**src/rtl/dispatch_queue.sv**
```systemverilog
// dispatch_queue
//   Small in-order FIFO placed directly upstream of the parameterised
//   demultiplexer. A single producer pushes tagged requests (payload plus
//   destination index). The head entry drives the demultiplexer's data input
//   and select. The head stays in place until the consumer it names
//   acknowledges it, so later entries wait even if they go to another
//   destination.
//
// Ports
//   clock          : single clock, all state updates on the rising edge
//   reset          : synchronous, active-low reset
//   inData         : request payload
//   inDestination  : request destination index
//   inValid        : producer has a request
//   inReady        : queue can accept a request (depends on occupancy only)
//   outData        : head payload, or 0 when empty
//   select         : head destination, or 0 when empty
//   outValid       : head entry is valid
//   outAck         : per-destination acknowledge, one bit per consumer
//   occupancy      : number of stored entries
//   droppedRequest : (only with DISPATCH_QUEUE_RANGE_CHECK_EN) pulses for one
//                    cycle after an out-of-range request is accepted and
//                    discarded
//
// Optional feature macro: DISPATCH_QUEUE_RANGE_CHECK_EN

module dispatch_queue #(
  parameter int DATA_WIDTH        = 32,
  parameter int NUMBER_OF_OUTPUTS = 4,
  parameter int SELECT_WIDTH      = $clog2(NUMBER_OF_OUTPUTS),
  parameter int DEPTH             = 4,
  parameter int COUNT_WIDTH       = $clog2(DEPTH + 1)
) (
  input  logic                         clock,
  input  logic                         reset,
  input  logic [DATA_WIDTH-1:0]        inData,
  input  logic [SELECT_WIDTH-1:0]      inDestination,
  input  logic                         inValid,
  output logic                         inReady,
  output logic [DATA_WIDTH-1:0]        outData,
  output logic [SELECT_WIDTH-1:0]      select,
  output logic                         outValid,
  input  logic [NUMBER_OF_OUTPUTS-1:0] outAck,
  output logic [COUNT_WIDTH-1:0]       occupancy
`ifdef DISPATCH_QUEUE_RANGE_CHECK_EN
  ,
  output logic                         droppedRequest
`endif
);

  localparam int PTR_WIDTH = $clog2(DEPTH);

  logic [PTR_WIDTH-1:0]         rd_ptr_q, rd_ptr_d;
  logic [PTR_WIDTH-1:0]         wr_ptr_q, wr_ptr_d;
  logic [COUNT_WIDTH-1:0]       count_q, count_d;
  logic [DATA_WIDTH-1:0]        data_mem_q [DEPTH];
  logic [DATA_WIDTH-1:0]        data_mem_d [DEPTH];
  logic [SELECT_WIDTH-1:0]      dest_mem_q [DEPTH];
  logic [SELECT_WIDTH-1:0]      dest_mem_d [DEPTH];

  logic                         accept;
  logic                         store;
  logic                         pop;
  logic [NUMBER_OF_OUTPUTS-1:0] ack_shifted;

  assign inReady   = (count_q < COUNT_WIDTH'(DEPTH));
  assign outValid  = (count_q != '0);
  assign outData   = outValid ? data_mem_q[rd_ptr_q] : '0;
  assign select    = outValid ? dest_mem_q[rd_ptr_q] : '0;
  assign occupancy = count_q;

  // Only the ack bit of the consumer the head is addressed to counts. A shift
  // is used instead of a direct index so a select value beyond the ack
  // vector can never index out of range.
  assign ack_shifted = outAck >> select;
  assign pop         = outValid && ack_shifted[0];

  assign accept = inValid && inReady;

`ifdef DISPATCH_QUEUE_RANGE_CHECK_EN
  logic in_range;
  logic dropped_q, dropped_d;

  // An out-of-range request still completes its handshake. The producer never
  // stalls on it, but it is never written into the queue.
  assign in_range       = ({1'b0, inDestination} < (SELECT_WIDTH + 1)'(NUMBER_OF_OUTPUTS));
  assign store          = accept && in_range;
  assign dropped_d      = accept && !in_range;
  assign droppedRequest = dropped_q;
`else
  assign store = accept;
`endif

  always_comb begin
    data_mem_d = data_mem_q;
    dest_mem_d = dest_mem_q;
    wr_ptr_d   = wr_ptr_q;
    rd_ptr_d   = rd_ptr_q;
    count_d    = count_q;

    if (store) begin
      data_mem_d[wr_ptr_q] = inData;
      dest_mem_d[wr_ptr_q] = inDestination;
      wr_ptr_d             = wr_ptr_q + PTR_WIDTH'(1);
    end

    if (pop) begin
      rd_ptr_d = rd_ptr_q + PTR_WIDTH'(1);
    end

    // A push and a pop on the same edge cancel out in the count. Full and
    // empty are told apart by this count alone, never by comparing pointers.
    unique case ({store, pop})
      2'b10:   count_d = count_q + COUNT_WIDTH'(1);
      2'b01:   count_d = count_q - COUNT_WIDTH'(1);
      default: count_d = count_q;
    endcase
  end

  always_ff @(posedge clock) begin
    if (!reset) begin
      rd_ptr_q <= '0;
      wr_ptr_q <= '0;
      count_q  <= '0;
`ifdef DISPATCH_QUEUE_RANGE_CHECK_EN
      dropped_q <= 1'b0;
`endif
    end else begin
      rd_ptr_q <= rd_ptr_d;
      wr_ptr_q <= wr_ptr_d;
      count_q  <= count_d;
`ifdef DISPATCH_QUEUE_RANGE_CHECK_EN
      dropped_q <= dropped_d;
`endif
    end
  end

  // Storage is not reset. A slot is only ever read after it has been written.
  always_ff @(posedge clock) begin
    data_mem_q <= data_mem_d;
    dest_mem_q <= dest_mem_d;
  end

endmodule

```
**config.mk**
```make
export PLATFORM = sky130hd
export DESIGN_NAME = dispatch_queue
export DESIGN_NICKNAME = d
export VERILOG_FILES = /design/src/rtl/dispatch_queue.sv
export SDC_FILE = /design/constraint.sdc
export NUM_CORES = 1
export LEC_CHECK = 0
export CAP_MARGIN = 0
export CORE_MARGIN = 5
export CORE_UTILIZATION = 45
export DETAILED_ROUTE_END_ITERATION = 12
export PLACE_DENSITY = 0.68
export SLEW_MARGIN = 30
export SYNTH_ARGS = -nofsm -noshare
export SYNTH_HDL_FRONTEND = slang
export SYNTH_SLANG_ARGS = --single-unit
export TNS_END_PERCENT = 50
```
**constraint.sdc**
```tcl
create_clock -name clock -period 3.7 [get_ports clock]
set_input_delay 0.74 -clock clock [delete_from_list [all_inputs] [get_ports clock]]
set_output_delay 0.74 -clock clock [all_outputs]
set_load 0.02 [all_outputs]
```
==> results of run 1 <==
-- cell families (layout without fill, tap and decap cells) --
kind of cell | Yosys count | count (layout) | share of synthesized area [%]
AOI/OAI and AO/OA | 9 | 9 | 1.03
xor gates and xnor gates | 3 | 3 | 0.469
adders and majority gates | 6 | 6 | 1.47
buffers and inverters | 22 | 129 | 1.68
DFF | 143 | 143 | 75.4
muxes | 36 | 36 | 14.0
and+or+nand+nor | 54 | 54 | 5.90
-- cell usage in the layout (no fill, tap or decap), types with 2 or more instances in the layout --
cell	instances
clkinv_1	2
clkinv_4	3
inv_1	9
mux4_2	34
clkinv_2	3
or3_1	2
a21oi_1	3
edfxtp_1	136
buf_12	4
and2_1	36
xnor2_1	2
and2_2	4
clkdlybuf4s50_1	79
nand2_1	4
nor2b_1	2
clkinvlp_4	3
o21ai_0	2
bufinv_16	3
dfxtp_1	5
buf_4	5
ha_1	5
mux2i_1	2
clkbuf_16	17
nor2_1	2
dfxtp_2	2
-- flip-flops by register name, indices dropped and copies added, names as in the netlist --
signal      flops
dest_mem_q      8
wr_ptr_q        2
occupancy       3
rd_ptr_q        2
data_mem_q    128
-- where the power goes --
group	switching (mW)	leakage, nW	internal, mW
registers	0.0784	1.31	2.00
logic	0.907	0.779	0.910
clock network	0.629	0.284	1.05
-- area by class of cell --
class | instances | area (sq um) | area share [%]
repair buffers | 88 | 908 | 12.5
well taps | 168 | 210 | 2.89
multi-input cells | 108 | 1290 | 17.7
clock buffers | 17 | 425 | 5.86
clock inverters | 15 | 170 | 2.34
flip-flops and latches | 143 | 4230 | 58.2
inverters | 9 | 33.8 | 0.465
-- cell usage after synthesis --
| cell | n |
|---|---|
| a21boi_0 | 1 |
| a21oi_1 | 3 |
| a22oi_2 | 1 |
| and2_1 | 40 |
| and2_4 | 1 |
| and3_1 | 1 |
| and3_4 | 1 |
| buf_2 | 3 |
| buf_6 | 1 |
| clkbuf_1 | 9 |
| dfxtp_1 | 7 |
| edfxtp_1 | 136 |
| fa_1 | 1 |
| ha_1 | 5 |
| inv_1 | 9 |
| mux2i_1 | 2 |
| mux4_2 | 34 |
| nand2_1 | 4 |
| nand2b_1 | 1 |
| nor2_1 | 2 |
| nor2b_1 | 2 |
| o21a_1 | 1 |
| o21ai_0 | 2 |
| o21ai_1 | 1 |
| or3_1 | 2 |
| xnor2_1 | 2 |
| xor2_1 | 1 |
-- metrics by stage --
stage | util [%] | total power, mW | setup slack (ns)
4_1_cts | 60.0 | 5.67 | 0.321
5_1_grt | 60.0 | 5.86 | 0.207
2_1_floorplan | - | 3.16 | 0.928
6_report | 60.0 | 5.58 | 0.369
3_3_place_gp | 55.0 | 3.94 | 0.769
3_5_place_dp | 55.0 | 3.96 | 0.737
-- layer usage --
metal  vias up  part of all wire, %  wire length [um]  GRT usage, %
met4         0                  1.2               124          5.60
met5         -                    0                 0             0
met3        11                  5.6               567          5.94
met2        71                   49              4950          23.2
met1      1420                   44              4520          19.1
li1       1264                    -                 -             -
-- worst min-delay path by stage --
stage / slack (ns) / start / to / depth (start not counted)
3_5_place_dp: 0.55 / occupancy[2]$_SDFFE_PN0P_ / occupancy[2]$_SDFFE_PN0P_ / 2
2_1_floorplan: 0.59 / occupancy[2]$_SDFFE_PN0P_ / occupancy[2]$_SDFFE_PN0P_ / 2
5_1_grt: 0.56 / occupancy[2]$_SDFFE_PN0P_ / occupancy[2]$_SDFFE_PN0P_ / 2
3_3_place_gp: 0.52 / occupancy[2]$_SDFFE_PN0P_ / occupancy[2]$_SDFFE_PN0P_ / 2
4_1_cts: 0.56 / occupancy[2]$_SDFFE_PN0P_ / occupancy[2]$_SDFFE_PN0P_ / 2
6_report: 0.55 / occupancy[2]$_SDFFE_PN0P_ / occupancy[2]$_SDFFE_PN0P_ / 2
-- worst min-delay path, stage by stage (launching register included) --
cell and delay [ns]:
dfxtp_1 0.34, o21ai_0 0.09, a21boi_0 0.08
==> metrics, run 1 <==
Post-DRT Antenna Nets=0; Slew headroom=60.2%; Post-CTS Repair Setup Buffers=0; first-pass GRT wire length=16.1 mm; initial antenna violation count=0; max-cap viol count=0; R2R setup slack=between 0.7 and 0.8 ns; Setup TNS=0 ns; insertion delay to the later sink of the worst-skew pair=between 0.4 and 0.5 ns; PortBufs=79; proportion of layout cells with a drive suffix above 1=between 20% and 30%; DPL Wire Length=around 6.3 mm; Critical Path Max Stage Delay=between 0.5 and 0.6 ns; post-synth net total=320; Worst path depth=4; Peak Freq=roughly 0.30 GHz; top cells by area, synth=edfxtp_1 (73%), mux4_2 (14%), and2_1 (4.5%); post-route cell area=roughly 7300 sq um; Syn-to-layout area delta=29.7%; gpl congestion=just over 0.7; DR vias=2,766; IO Pins=80; DIE HEIGHT=between 100 and 150 um; CP Capture Point=outData[21]; post-synthesis register bit count=approximately 140; Hold-fix buffers, CTS=0; largest net degree at the start of global routing=27; row count=40; status=finished, final reports clean; post-synthesis sequential area ratio=around 75%; post-placement cell count=516; fin cells=approximately 550; CP max FO=14; Critical-path top delay cell=clkdlybuf4s50_1; CTS root buffer=clkbuf_16; Yosys Warn Count=0; GRT Resource Usage Total=around 15%; Slew @ Worst Pin=between 0.5 and 0.6 ns; Startpoint Class=flop; RSZ-0062 raised after global routing=no; Synth cell types=27; drt drc=0; FF-to-FF Start=rd_ptr_q[0]$_SDFFE_PN0P_; WP buf/inv=2; CTS max path bufs=2; Peak VDD IR=0.443 mV; Hold Slack=0.554 ns; Mapped Area=5600 sq um; Cells after Synth=273; Post-Route WL=roughly 10 mm; drt pass-1 iters=4; Final Cycle Share=approximately 90%; Largest delay share family, worst path=buffers and inverters; CP required=approximately 3 ns; fillers=~920; Resized Gates After CTS=0; capturing point of the worst reg2reg path=occupancy[2]$_SDFFE_PN0P_; Synth top area share=between 70 and 80%; CP Capture Type=output port; CTS H-tree lvls=4; Core Area=about 12,000 sq um; nets=414; clk sinks=around 140; WL per Instance=roughly 19 um; Starting Density=a little under half; Num CTS Buffers=17; Final setup viols=0; Crit Path Class=reg -> out; initial drt markers=around 160; Die Span X=about 120 um; leading area contributor after synthesis=edfxtp_1; WP data arrival=2.59 ns; CP Cell Sequence=buf_4, mux4_2, and2_1, clkdlybuf4s50_1; Worst-path clk slew=0.06 ns; Worst Skew=a little over 0.004 ns; Hold Vio Cnt, Final=0; pwr/cell area=between 700 and 800 nW/um^2; vias per inst=around 5.0; Diodes inserted=0; syn_area_per_cell=just over 20 sq um; Leak=around 2.4 nW; Pins Over Slew Limit=0; final worst path period need=~3.3 ns; Die Area=14,800 sq um; HP Class=reg -> reg; Overflow after GRT=0; Placed Area=around 6700 sq um; R2R cell count=10; CTS tree=built; number of global-route vias before repair=about 3,000; Worst Setup SP=rd_ptr_q[0]$_SDFFE_PN0P_
Note: power is estimated with default switching activity, not from simulation.
==> run 2, diff against run 1 <==
- ABC_AREA: default -> 1
- CTS_CLUSTER_DIAMETER: default -> 80
==> metrics, run 2 <==
status=finished, final reports clean (unchanged); GR Layer Usage met3=4.25% (was 5.94%); Final Cycle Share=89.3% (was 90.0%); top cells by area, synth=edfxtp_1 (71%), nor2_1 (8.7%), o21ai_0 (5.6%) (was edfxtp_1 (73%), mux4_2 (14%), and2_1 (4.5%)); Reg area=4230 sq um (unchanged); Synth cell types=21 (was 27); pwr/cell area=784 nW/um^2 (was 768 nW/um^2); clk sinks=143 (unchanged); Placed Area=6820 sq um (was 6670 sq um); Resized Gates After CTS=0 (unchanged); R2R cell count=16 (was 10); first-pass GRT wire length=18.9 mm (was 16.1 mm); Cells after Synth=478 (was 273); leading area contributor after synthesis=edfxtp_1 (unchanged); GRT Resource Usage Total=16.6% (was 14.9%); WP data arrival=2.56 ns (was 2.59 ns); CP dominant cell by count=nor2_1; CTS tree=built (unchanged); CTS root buffer=clkbuf_16 (unchanged); Yosys Warn Count=0 (unchanged); Top FF cell, synth=edfxtp_1 (unchanged); HP Class=reg -> reg (unchanged); insertion delay to the later sink of the worst-skew pair=0.40 ns (was 0.41 ns); final worst-path setup slack=0.396 ns (was 0.369 ns); M1 GR Usage=20.8% (was 19.1%); Mapped Area=5760 sq um (was 5600 sq um); post-synthesis register bit count=143 (unchanged); most frequent cells in the layout=edfxtp_1 (136), nor2_1 (130), clkdlybuf4s50_1 (79) (was edfxtp_1 (136), clkdlybuf4s50_1 (79), and2_1 (36)); initial antenna violation count=1 (was 0); Startpoint Class=flop (unchanged); CP Capture Type=output port (unchanged); Die Area=15,200 sq um (was 14,800 sq um); final worst path period need=3.30 ns (was 3.33 ns); proportion of layout cells with a drive suffix above 1=9.36% (was 21.6%); DPL Wire Length=7.51 mm (was 6.32 mm); Hold Path Sink=wr_ptr_q[1]$_SDFFE_PN0P_ (was occupancy[2]$_SDFFE_PN0P_); pre-CTS setup slack=0.787 ns (was 0.737 ns); R2R setup slack=0.79 ns (was 0.72 ns); commonest non-fill, non-tap cell in the layout=edfxtp_1 (unchanged); WL per Instance=16.2 um (was 18.6 um); Most flops, register=data_mem_q (unchanged); fillers=1,037 (was 924); gpl congestion=0.776 (was 0.705); Hold Path Origin=wr_ptr_q[1]$_SDFFE_PN0P_ (was occupancy[2]$_SDFFE_PN0P_); vias per inst=5.01 (was 5.05); CP required=2.96 ns (about the same); DIE HEIGHT=123 um (was 122 um); Setup TNS=0 ns (unchanged); Post-synth EDFFs=136 (unchanged); drt drc=0 (unchanged); Slew @ Worst Pin=0.742 ns (was 0.596 ns); Slew headroom=50.4% (was 60.2%); Pins Over Slew Limit=0 (unchanged); Peak VDD IR=0.409 mV (was 0.443 mV); Post-synth top cells=edfxtp_1 (136), nor2_1 (134), o21ai_0 (64) (was edfxtp_1 (136), and2_1 (40), mux4_2 (34)); Post-CTS Repair Setup Buffers=0 (unchanged); Worst-path clk slew=0.05 ns (was 0.06 ns); DR vias=3,754 (was 2,766); Critical Path Max Stage Delay=0.67 ns (was 0.55 ns); CTS max path bufs=2 (unchanged); asr flop ratio synth=0% (unchanged); Crit Path Class=reg -> out (unchanged); Diodes inserted=0 (unchanged); Core Area=12,600 sq um (was 12,100 sq um); Synth top area share=70.9% (was 72.9%); CP max FO=68 (was 14); GRT busiest layer=met2 (unchanged); most common cell in the synthesized netlist=edfxtp_1 (unchanged); total power=5.73 mW (was 5.58 mW); capturing point of the worst reg2reg path=occupancy[2]$_SDFFE_PN0P_ (unchanged); FF-to-FF Start=rd_ptr_q[0]$_SDFFE_PN0P_ (unchanged); largest net degree at the start of global routing=69 (was 27); initial drt markers=265 (was 155); Starting Density=45.8% (was 46.2%); syn_area_per_cell=12.0 sq um (was 20.5 sq um); Worst Skew=0.00770 ns (was 0.00407 ns); met2 Use GR=28.3% (was 23.2%); nets=611 (was 414); Overflow after GRT=0 (unchanged); row count=41 (was 40); multi-input logic area=1370 sq um (was 1290 sq um); number of global-route vias before repair=3,753 (was 3,034); IO Pins=80 (unchanged); CP Cell Sequence=buf_4, nor2_1, nor2_1, o21ai_0, a21oi_1, clkdlybuf4s50_1 (was buf_4, mux4_2, and2_1, clkdlybuf4s50_1); RSZ-0062 raised after global routing=no (unchanged); Post-DRT Antenna Nets=0 (unchanged); Final setup viols=0 (unchanged); hold path depth=2 (unchanged); Die Span X=123 um (was 122 um); drt pass-1 iters=7 (was 4); max-cap viol count=0 (unchanged); Post-Route WL=12.1 mm (was 10.2 mm); CTS H-tree lvls=4 (unchanged); Hold Vio Cnt, Final=0 (unchanged); Hold-fix buffers, CTS=0 (unchanged); number of flip-flops in the largest register=128 (unchanged); post-synth net total=525 (was 320); Num CTS Buffers=17 (unchanged); PortBufs=79 (unchanged); Leak=2.57 nW (was 2.37 nW); Critical-path top delay cell=clkdlybuf4s50_1 (unchanged); post-synthesis sequential area ratio=73.3% (was 75.4%); post-route cell area=7310 sq um (was 7260 sq um); Peak Freq=0.303 GHz (was 0.300 GHz); Syn-to-layout area delta=26.9% (was 29.7%)
run 2: stage by stage:
step,util [%],std cells,hold slack [ns]
2_1_floorplan,-,478,0.490
3_3_place_gp,54.2,717,0.511
3_5_place_dp,54.2,717,0.537
4_1_cts,58.2,749,0.547
5_1_grt,58.2,749,0.576
6_report,58.2,749,0.541
run 2: final cells by class:
cell class	count	share of cell area, %
Multi-Input combinational cell	287	18.7
Clock buffer	23	6.13
Clock inverter	9	0.616
Tap cell	172	2.94
Sequential cell	143	57.8
Timing Repair Buffer	91	12.6
Inverter	24	1.23
run 2: worst max path at each step:
stage	startpoint	endpoint	slack [ns]	cells past startpoint
4_1_cts	rd_ptr_q[0]$_SDFFE_PN0P_	outData[16]	0.38	6
2_1_floorplan	inValid	data_mem_q[0]$_DFFE_PP_	0.91	2
3_5_place_dp	rd_ptr_q[0]$_SDFFE_PN0P_	occupancy[2]$_SDFFE_PN0P_	0.79	16
5_1_grt	rd_ptr_q[0]$_SDFFE_PN0P_	outData[16]	0.22	6
3_3_place_gp	occupancy[0]$_SDFFE_PN0P_	outData[3]	0.84	6
6_report	rd_ptr_q[0]$_SDFFE_PN0P_	outData[18]	0.40	6
run 2: power breakdown:
part,switching (mW),internal [mW]
Combinational,1.42,0.885
Sequential,0.0418,1.97
Clock,0.575,0.843
Total,2.04,3.69
run 2: critical path, delay by kind of cell (launching register included):
| kind | cells | cell delay (ns) |
|---|---|---|
| buf+inv | 2 | 1.23 |
| flops | 1 | 0.33 |
| compound gates | 2 | 0.37 |
| simple gates | 2 | 0.21 |
run 2: routing by layer:
layer	share of wire, %	up-vias
li1	-	1843
met3	5.2	6
met2	50	98
met5	0.16	-
met4	0.56	2
met1	44	1805
run 2: logic make-up after synthesis:
| kind of cell | after synthesis | share of synthesized area, % |
|---|---|---|
| AND/OR/NAND/NOR | 172 | 12.3 |
| flip-flops | 143 | 73.3 |
| buffers and inverters | 48 | 3.43 |
| AO/OA/AOI/OAI | 109 | 9.54 |
| adder cells (fa/ha/maj) | 6 | 1.43 |
==> run 3, diff against run 2 <==
- CTS_BUF_LIST: default -> sky130_fd_sc_hd__clkbuf_8
==> metrics, run 3 (same netlist as run 2, synthesis figures left out) <==
status=finished, final reports clean (unchanged); row count=41 (unchanged); most frequent cells in the layout=edfxtp_1 (136), nor2_1 (130), clkdlybuf4s50_1 (79) (unchanged); WL per Instance=16.3 um (was 16.2 um); CP Cell Sequence=buf_4, nor2_1, nor2_1, o21ai_0, a21oi_1, clkdlybuf4s50_1 (unchanged); CTS max path bufs=2 (unchanged); CP Capture Type=output port (unchanged); Slew headroom=50.5% (was 50.4%); initial antenna violation count=1 (unchanged); DIE HEIGHT=123 um (unchanged); drt pass-1 iters=5 (was 7); Overflow after GRT=0 (unchanged); Post-CTS Repair Setup Buffers=0 (unchanged); Leak=2.50 nW (was 2.57 nW); CP required=2.96 ns (about the same); GRT busiest layer=met2 (unchanged); IO Pins=80 (unchanged); met2 Use GR=28.2% (was 28.3%); CTS tree=built (unchanged); nets=611 (unchanged); Starting Density=45.8% (unchanged); Hold Vio Cnt, Final=0 (unchanged); clk sinks=143 (unchanged); Most flops, register=data_mem_q (unchanged); Die Span X=123 um (unchanged); gpl congestion=0.776 (unchanged); max-cap viol count=0 (unchanged); Peak Freq=0.299 GHz (was 0.303 GHz); Final setup viols=0 (unchanged); CTS root buffer=clkbuf_8 (was clkbuf_16); Peak VDD IR=0.389 mV (was 0.409 mV); Worst-path clk slew=0.07 ns (was 0.05 ns); Die Area=15,200 sq um (unchanged); Startpoint Class=flop (unchanged); Pins Over Slew Limit=0 (unchanged); Largest delay share family, worst path=buffers and inverters (unchanged); M1 GR Usage=20.8% (about the same); vias per inst=5.09 (was 5.01); Post-DRT Antenna Nets=0 (unchanged); GR Layer Usage met3=5.22% (was 4.25%); Resized Gates After CTS=0 (unchanged); Post-Route WL=12.2 mm (was 12.1 mm); Core Area=12,600 sq um (unchanged); DR vias=3,812 (was 3,754); CP max FO=68 (unchanged); Crit Path Class=reg -> out (unchanged); final worst path period need=3.35 ns (was 3.30 ns); pre-CTS setup slack=0.787 ns (unchanged); PortBufs=79 (unchanged); Worst Skew=0.00819 ns (was 0.00770 ns); insertion delay to the later sink of the worst-skew pair=0.42 ns (was 0.40 ns); CTS H-tree lvls=4 (unchanged); Slew @ Worst Pin=0.740 ns (was 0.742 ns); Diodes inserted=0 (unchanged); WP data arrival=2.61 ns (was 2.56 ns); final worst-path setup slack=0.351 ns (was 0.396 ns); Num CTS Buffers=17 (unchanged); Critical-path top delay cell=clkdlybuf4s50_1 (unchanged); RSZ-0062 raised after global routing=no (unchanged); number of global-route vias before repair=3,746 (was 3,753); Hold-fix buffers, CTS=0 (unchanged); Final Cycle Share=90.5% (was 89.3%); WP buf/inv=2 (unchanged); Setup TNS=0 ns (unchanged); commonest non-fill, non-tap cell in the layout=edfxtp_1 (unchanged); HP Class=reg -> reg (unchanged); DPL Wire Length=7.51 mm (unchanged); pwr/cell area=740 nW/um^2 (was 784 nW/um^2); first-pass GRT wire length=18.9 mm (about the same); number of flip-flops in the largest register=128 (unchanged); Syn-to-layout area delta=23.6% (was 26.9%); initial drt markers=268 (was 265); CP dominant cell by count=nor2_1 (unchanged); largest net degree at the start of global routing=69 (unchanged); Critical Path Max Stage Delay=0.67 ns (about the same); proportion of layout cells with a drive suffix above 1=9.36% (unchanged); GRT Resource Usage Total=16.7% (was 16.6%); drt drc=0 (unchanged)
run 3: stage by stage:
stage | std cells | instance area, sq um | utilization (%) | hold WS [ns] | power (mW)
after floorplan | 478 | 5760 | - | 0.490 | 3.38
after global placement | 717 | 6820 | 54.2 | 0.511 | 4.33
after detailed placement | 717 | 6820 | 54.2 | 0.537 | 4.36
after CTS | 749 | 7120 | 56.6 | 0.549 | 5.33
after global routing | 749 | 7120 | 56.6 | 0.580 | 5.59
final | 749 | 7120 | 56.6 | 0.551 | 5.27
run 3: report_power, final:
group,internal [mW],switching [mW],total [mW]
clock network,0.435,0.523,0.958
registers,1.96,0.0417,2.00
logic,0.885,1.42,2.31
run 3: area by class of cell:
| cell class | count | area (sq um) |
|---|---|---|
| Timing Repair Buffer | 91 | 918 |
| Tap cell | 172 | 215 |
| Inverter | 24 | 90.1 |
| Clock buffer | 17 | 234 |
| Multi-Input combinational cell | 287 | 1370 |
| Sequential cell | 143 | 4230 |
| Clock inverter | 15 | 67.6 |
| Fill cell | 1063 | 5450 |
run 3: path summary, 6_finish.rpt:
check	to	depth (start not counted)	slack, ns	startpoint
max	outData[16]	6	0.35	rd_ptr_q[0]$_SDFFE_PN0P_
min	wr_ptr_q[1]$_SDFFE_PN0P_	2	0.55	wr_ptr_q[1]$_SDFFE_PN0P_
max reg2reg	occupancy[2]$_SDFFE_PN0P_	16	0.77	rd_ptr_q[0]$_SDFFE_PN0P_
min reg2reg	wr_ptr_q[1]$_SDFFE_PN0P_	2	0.55	wr_ptr_q[1]$_SDFFE_PN0P_
run 3: layer usage:
metal  up-vias  share of wire (%)
li1       1839                  -
met2       111                 49
met1      1849                 44
met3        11                5.7
met5         -               0.16
met4         2                1.0
run 3: worst register-to-register path, cell delays in order (launching register included):
cell and delay (ns):
dfxtp_2 0.34, buf_4 0.55, nand2_1 0.14, nand3_1 0.20, nand3_2 0.15, nand2_1 0.12
nand3_2 0.09, nand2_2 0.07, nand2_2 0.06, inv_1 0.06, ha_1 0.12, inv_1 0.07
fa_1 0.37, a21oi_1 0.15, o21ai_0 0.11, o21ai_0 0.16, a21oi_1 0.06
